===== config.mk =====
export PLATFORM = sky130hd
export DESIGN_NAME = reg_file_rv32
export DESIGN_NICKNAME = d
export VERILOG_FILES = /design/src/rtl/reg_file_rv32.sv
export SDC_FILE = /design/constraint.sdc
export NUM_CORES = 2
export LEC_CHECK = 0
export BUFFER_PORTS_ARGS = -buffer_cell sky130_fd_sc_hd__buf_2
export CAP_MARGIN = 25
export CORE_ASPECT_RATIO = 1.25
export CORE_MARGIN = 2
export CORE_UTILIZATION = 47
export CTS_CLUSTER_SIZE = 24
export DETAILED_ROUTE_END_ITERATION = 10
export HOLD_SLACK_MARGIN = 0.03
export PLACE_DENSITY_LB_ADDON = 0.25
export SYNTH_ARGS = -nofsm -noshare
export SYNTH_HDL_FRONTEND = slang
export SYNTH_SLANG_ARGS = --single-unit

===== constraint.sdc =====
create_clock -name clk -period 62.4 [get_ports clk]
set_clock_uncertainty 0.05 [all_clocks]
set_input_delay 12.48 -clock clk [delete_from_list [all_inputs] [get_ports clk]]
set_output_delay 12.48 -clock clk [all_outputs]
set_load 0.1 [all_outputs]

===== src/rtl/reg_file_rv32.sv =====
// RV32I integer register file: 32 x DATA_WIDTH registers, x0 hardwired to zero,
// two combinational read ports with write-through bypass, one synchronous write port.
module reg_file_rv32 #(
  parameter int unsigned DATA_WIDTH = 32,
  parameter int unsigned ADDR_WIDTH = 5
) (
  input  logic                  clk,
  input  logic                  rst_n,
  input  logic                  wr_en,
  input  logic [ADDR_WIDTH-1:0] addr_wr,
  input  logic [ADDR_WIDTH-1:0] addr_rd1,
  input  logic [ADDR_WIDTH-1:0] addr_rd2,
  input  logic [DATA_WIDTH-1:0] data_wr,
  output logic [DATA_WIDTH-1:0] data_rd1,
  output logic [DATA_WIDTH-1:0] data_rd2
);

  localparam int unsigned DEPTH = 2 ** ADDR_WIDTH;

  logic [DATA_WIDTH-1:0] r_reg_file [0:DEPTH-1];
  logic                  w_wr_valid;
  logic [DATA_WIDTH-1:0] w_rd1;
  logic [DATA_WIDTH-1:0] w_rd2;

  // Writes to x0 are dropped; an unknown wr_en falls through to "no write".
  always_comb begin
    w_wr_valid = 1'b0;
    if (wr_en == 1'b1 && addr_wr != '0) begin
      w_wr_valid = 1'b1;
    end
  end

  // rst_n is active-high here: asserting it clears the whole array at once.
  always_ff @(posedge clk or posedge rst_n) begin
    if (rst_n) begin
      for (int i = 0; i < int'(DEPTH); i++) begin
        r_reg_file[i] <= '0;
      end
    end else if (w_wr_valid) begin
      r_reg_file[addr_wr] <= data_wr;
    end
  end

  // Read port 1: zero under reset or for x0, bypass on same-cycle write.
  always_comb begin
    w_rd1 = '0;
    if (!rst_n && addr_rd1 != '0) begin
      if (w_wr_valid && addr_wr == addr_rd1) begin
        w_rd1 = data_wr;
      end else begin
        w_rd1 = r_reg_file[addr_rd1];
      end
    end
  end

  always_comb begin
    w_rd2 = '0;
    if (!rst_n && addr_rd2 != '0) begin
      if (w_wr_valid && addr_wr == addr_rd2) begin
        w_rd2 = data_wr;
      end else begin
        w_rd2 = r_reg_file[addr_rd2];
      end
    end
  end

  assign data_rd1 = w_rd1;
  assign data_rd2 = w_rd2;

endmodule


==> Yosys cells after proc, flatten, opt, wreduce, memory -nomap -nowiden <==
Cells that the tools add are included.
{ "op_classes": {"add_sub_neg": 0, "mul": 0, "div_mod_pow": 0, "n_lt_le_gt_ge": 4, "eq_ne": 2, "n_shift": 0, "n_mux": 14, "bitwise_logic": 3, "n_reduce_logical": 10} }
{ "op_table": {"columns": ["operator", "count"], "rows": [
  ["$bwmux W1024", 1],
  ["$bmux W32 S5", 2],
  ["$mux W32", 9],
  ["$demux W32 S5", 1],
  ["$ge A6 B6 Y1 const B", 3],
  ["$not A5 Y6", 3],
  ["$reduce_bool A5 Y1", 3],
  ["$eq A5 B5 Y1", 2],
  ["$logic_and A1 B1 Y1", 6],
  ["$lt A6 B1 Y1 const B", 1],
  ["$logic_not A1 Y1", 1],
  ["$mux W1", 1]
]} }
{ "totals": {"reg_bits": 1024, "latch_bits": 0, "ram_bits": 0, "rom_bits": 0, "inputBits": 50, "elab_cells": 65, "n_memories": 0} }

==> Logic depth before layout (Yosys ltp) <==
{ "logic_depth": {"depth_word": 6, "ltp_mapped": 9} }

==> Worst setup path before layout <==
OpenSTA, ideal clock, no wires.
{ "synth_path": {"kind": "in2out", "startpoint": "input rst_n", "endpoint": "output data_rd2[10]", "arrival_ps": 38121, "required_ps": 49870, "slack_ps": 11749, "path_stages": 5, "n_path_buf": 1, "cell_sequence": "inv_1 > o211ai_1 > clkbuf_1 > a21oi_1 > a211o_1"} }
{ "synth_via": {"elab_chain_len": 3} }
{ "synth_rtl": {"columns": ["element", "line_no", "text"], "rows": [
  ["from (decl)", "8", "input logic rst_n,"],
  ["$logic_not A1 Y1", "58", "if (!rst_n && addr_rd2 != '0) begin"],
  ["$logic_and A1 B1 Y1", "58", null],
  ["$mux W32", "58", null],
  ["to (decl)", "15", "output logic [DATA_WIDTH-1:0] data_rd2"]
]} }
Every way passes these cells.

==> Final worst setup path <==
{ "layout_path": {"startpoint": "input addr_rd1[0]", "endpoint": "output data_rd1[26]"} }
{ "layout_via": {"elab_chain_len": 6, "elab_cells_between_ends": 10} }
{ "layout_rtl": {"columns": ["element", "line_no", "text"], "rows": [
  ["from (decl)", "11", "input logic [ADDR_WIDTH-1:0] addr_rd1,"],
  ["$not A5 Y6 (implied by the code)", "51", "w_rd1 = r_reg_file[addr_rd1];"],
  ["$bmux W32 S5", "51", null],
  ["$mux W32 (implied by the code) (2 in a row)", "51", null],
  ["$mux W32", "48", "if (w_wr_valid && addr_wr == addr_rd1) begin"],
  ["$mux W32 *", "47", "if (!rst_n && addr_rd1 != '0) begin"],
  ["to (decl)", "14", "output logic [DATA_WIDTH-1:0] data_rd1,"]
]} }
Mark *: on every way between the ends. The rest lies on a longest branch, timed or not. The select of a mux whose other input is x is not followed.

==> key figures <==
Global route
  • Largest net degree at the start of global routing: 158
  • Number of global-route vias before repair: 36626
  • GRT Overall Usage: 27.5%
  • Antenna violations before repair: 13
  • GRT Residual Overflow: 0
  • First-pass GRT wire length: 247000 um

Floorplanning
  • Core Footprint: 117000 sq um
  • Die Ht: 388 um
  • Area of the die: 121000 sq um
  • Starting Density: 47.4%
  • Io pins: 114
  • Rows: 140
  • Die width: 311 um

Power and ir drop
  • Static Leak: 0.0268 uW
  • Clock network fraction of total power: 33.7%
  • NetSw: 546 uW
  • Final Power: 1940 uW
  • PD cells: 31.9 nW/um^2
  • Cell-internal power: 1390 uW
  • Peak VDD IR: 0.0231 mV
  • Net Sw Frac: 28.2%
  • Sequential power share: 45.4%
  • Comb power frac: 21.0%

Finish
  • Register with the most flip-flops: r_reg_file
  • Commonest non-fill, non-tap cell in the layout: dfrtp_1
  • Reg area: 25600 sq um
  • Fillers: 9792
  • Final core occ: 51.9%
  • Layout cells sized above 1: 47.1%
  • Layout area overhead: 9.41%
  • Number of flip-flops in the largest register: 1024
  • Most frequent cells in the layout: dfrtp_1, mux2_2, mux4_2, mux2i_1
  • Top flop regs: r_reg_file: 1024 flops
  • Area of the multi-input gates: 28000 sq um
  • Final #Nets: 3739
  • Layout Cells excl Fill: 5334

Setup path
  • Crit path DAT: 17480 ps
  • R2r endpoint: r_reg_file[102]
  • Worst r2r src: r_reg_file[102]
  • CP Class: in2out
  • Worst r2r path cells: 1
  • Nature of the critical path endpoint: output pin
  • Crit path required time: 49870 ps
  • Critical path launch point type: primary input
  • R2R Setup Slk: 61540 ps
  • CP Max Fanout: 102

Logic synthesis
  • Count of cell types in the netlist: 42
  • Yosys top cell area share: 46.2%
  • Top cells by area, synth: dfrtp_1, mux2_2, mux4_2
  • Post-synthesis area per instance: 14.5 sq um
  • Synthesized Nets: 3875
  • Leading area contributor after synthesis: dfrtp_1
  • #FFs+latches synth: 1024
  • Cells after Synth: 3825
  • Warnings, synthesis: 0
  • Synthesized area: 55400 sq um
  • Sequential share of the synthesized area: 46.2%

Min path
  • Source of the worst hold timing path: r_reg_file[995]
  • Hold Crit Class: reg2reg
  • Cell count of the worst hold path: 0
  • Hold EP: r_reg_file[995]

Placement
  • GP Congestion: 0.813
  • Placed insts: 5139
  • Port buffer count: 113
  • Final HPWL DP: 94900 um

Drt
  • Routed WL per cell: 31.1 um
  • Vias per inst: 6.64
  • ANT nets after route: 0
  • # DRC: 0
  • Total wire length: 166000 um
  • Vias: 35418
  • Detailed Route Iter0 Violations: 2770
  • TritonRoute pass-1 iters: 5

CTS
  • CTS buffer count: 104
  • CTS tree: built
  • Setup Fix Bufs, Post-CTS: 0
  • Clock Path Buffers: 3
  • CTS Hold Bufs: 0
  • Clock sink count: 1024
  • Clk slew on worst S/H paths: 60 ps
  • Resize count post-CTS: 0
  • Worst-Skew Late Latency: 700 ps
  • Clk root buf: clkbuf_16
  • H-tree depth: 3

STA
  • Slew headroom: 26.7%
  • Final TNS setup: 0 ps
  • Transition time of the tightest slew-check pin: 1100 ps
  • Unrepaired setup endpoints after global routing: no
  • Post-layout min period: 30010 ps
  • Max Freq: 33.3 MHz
  • Final Hold Fails: 0
  • Final Cycle Share: 48.1%
  • Max-slew violations: 0
  • Final setup viols: 0
  • WHS: 341 ps

Job
  • MaxCap Viol Count: 0

Status
  • Status: finished, final reports clean
## metrics by stage
step / setup slack [ps] / area, sq um
final: 32390 / 60700
after global routing: 32170 / 60600
after CTS: 32440 / 60500
after detailed placement: 32450 / 57000
after global placement: 32470 / 56900
after floorplan: 11750 / 55400
## per-layer routing
layer  up-vias  track usage, %  routed length, um
met5         -               0                 33
met4         6            12.1               7680
met3       375            4.57               9310
met2      1132            46.0              81700
met1     19297            35.3              67100
li1      14608               -                  -
## cell type report
type / instances / share of cell area, %
multi-input combinational: 2350 / 46.2
sequential: 1024 / 42.2
clock buffer: 158 / 5.21
tap: 1562 / 3.22
timing repair buffer: 203 / 2.43
clock inverter: 26 / 0.578
inverter: 6 / 0.0495
antenna: 5 / 0.0206
## worst max-delay path: stages
cell and delay, ps:
buf_8 580, buf_12 570, buf_4 890, buf_4 790, mux4_2 600, nor2b_1 140, a211oi_1 240, a211oi_1 90
a211o_1 300, buf_2 310
## synth_stat cells
| master | n |
|---|---|
| nand4b_1 | 2 |
| a221oi_1 | 128 |
| nor4b_4 | 1 |
| a211oi_1 | 128 |
| o311ai_1 | 1 |
| a21oi_1 | 65 |
| nand4_1 | 3 |
| and3b_1 | 1 |
| buf_2 | 130 |
| nor2_1 | 14 |
| o21bai_1 | 64 |
| clkbuf_2 | 2 |
| nand2_1 | 17 |
| nand3_1 | 4 |
| xnor2_1 | 10 |
| o21ai_1 | 2 |
| o311ai_2 | 1 |
| nor3b_1 | 2 |
| buf_8 | 1 |
| o211ai_1 | 1 |
| nor3_1 | 5 |
| dfrtp_1 | 1024 |
| nor2_2 | 1 |
| a22oi_1 | 64 |
| mux2_2 | 984 |
| nand3b_1 | 3 |
| nor4_1 | 1 |
| or2_2 | 2 |
| buf_4 | 26 |
| mux2_1 | 8 |
| inv_1 | 6 |
| mux4_2 | 384 |
| buf_6 | 3 |
| a2111oi_2 | 1 |
| mux2i_1 | 320 |
| and3_1 | 1 |
| buf_1 | 46 |
| nor2b_1 | 66 |
| a211o_1 | 64 |
| clkbuf_1 | 237 |
| o2111ai_1 | 1 |
| or3_1 | 1 |
## power groups by stage
stage | Sequential (uW) | Combinational, uW | Clock, uW
floorplan | 862 | 339 | 0
finish | 879 | 406 | 652
global placement | 880 | 398 | 0
detailed placement | 887 | 406 | 0
CTS | 875 | 407 | 662
global route | 894 | 435 | 688
## how the worst max path moves through the flow
stage,cells past startpoint,end,start,slack [ps]
2_1_floorplan,5,data_rd2[10],rst_n,11750
3_3_place_gp,10,data_rd1[26],addr_rd1[0],32470
3_5_place_dp,10,data_rd1[26],addr_rd1[0],32450
4_1_cts,10,data_rd1[26],addr_rd1[0],32440
5_1_grt,10,data_rd1[26],addr_rd1[0],32170
6_report,10,data_rd1[26],addr_rd1[0],32390
## logic make-up (layout without fill, tap and decap cells)
kind of cell,count (synthesis),in the layout,share of synthesized area (%)
other,0,5,0
multiplexers,1696,1696,41.5
XOR/XNOR,10,10,0.158
AND/OR/NAND/NOR,124,124,1.30
flip-flops,1024,1024,46.2
buffers and inverters,451,393,3.59
AO/OA/AOI/OAI,520,520,7.21
(Power assumes the default switching activity.)
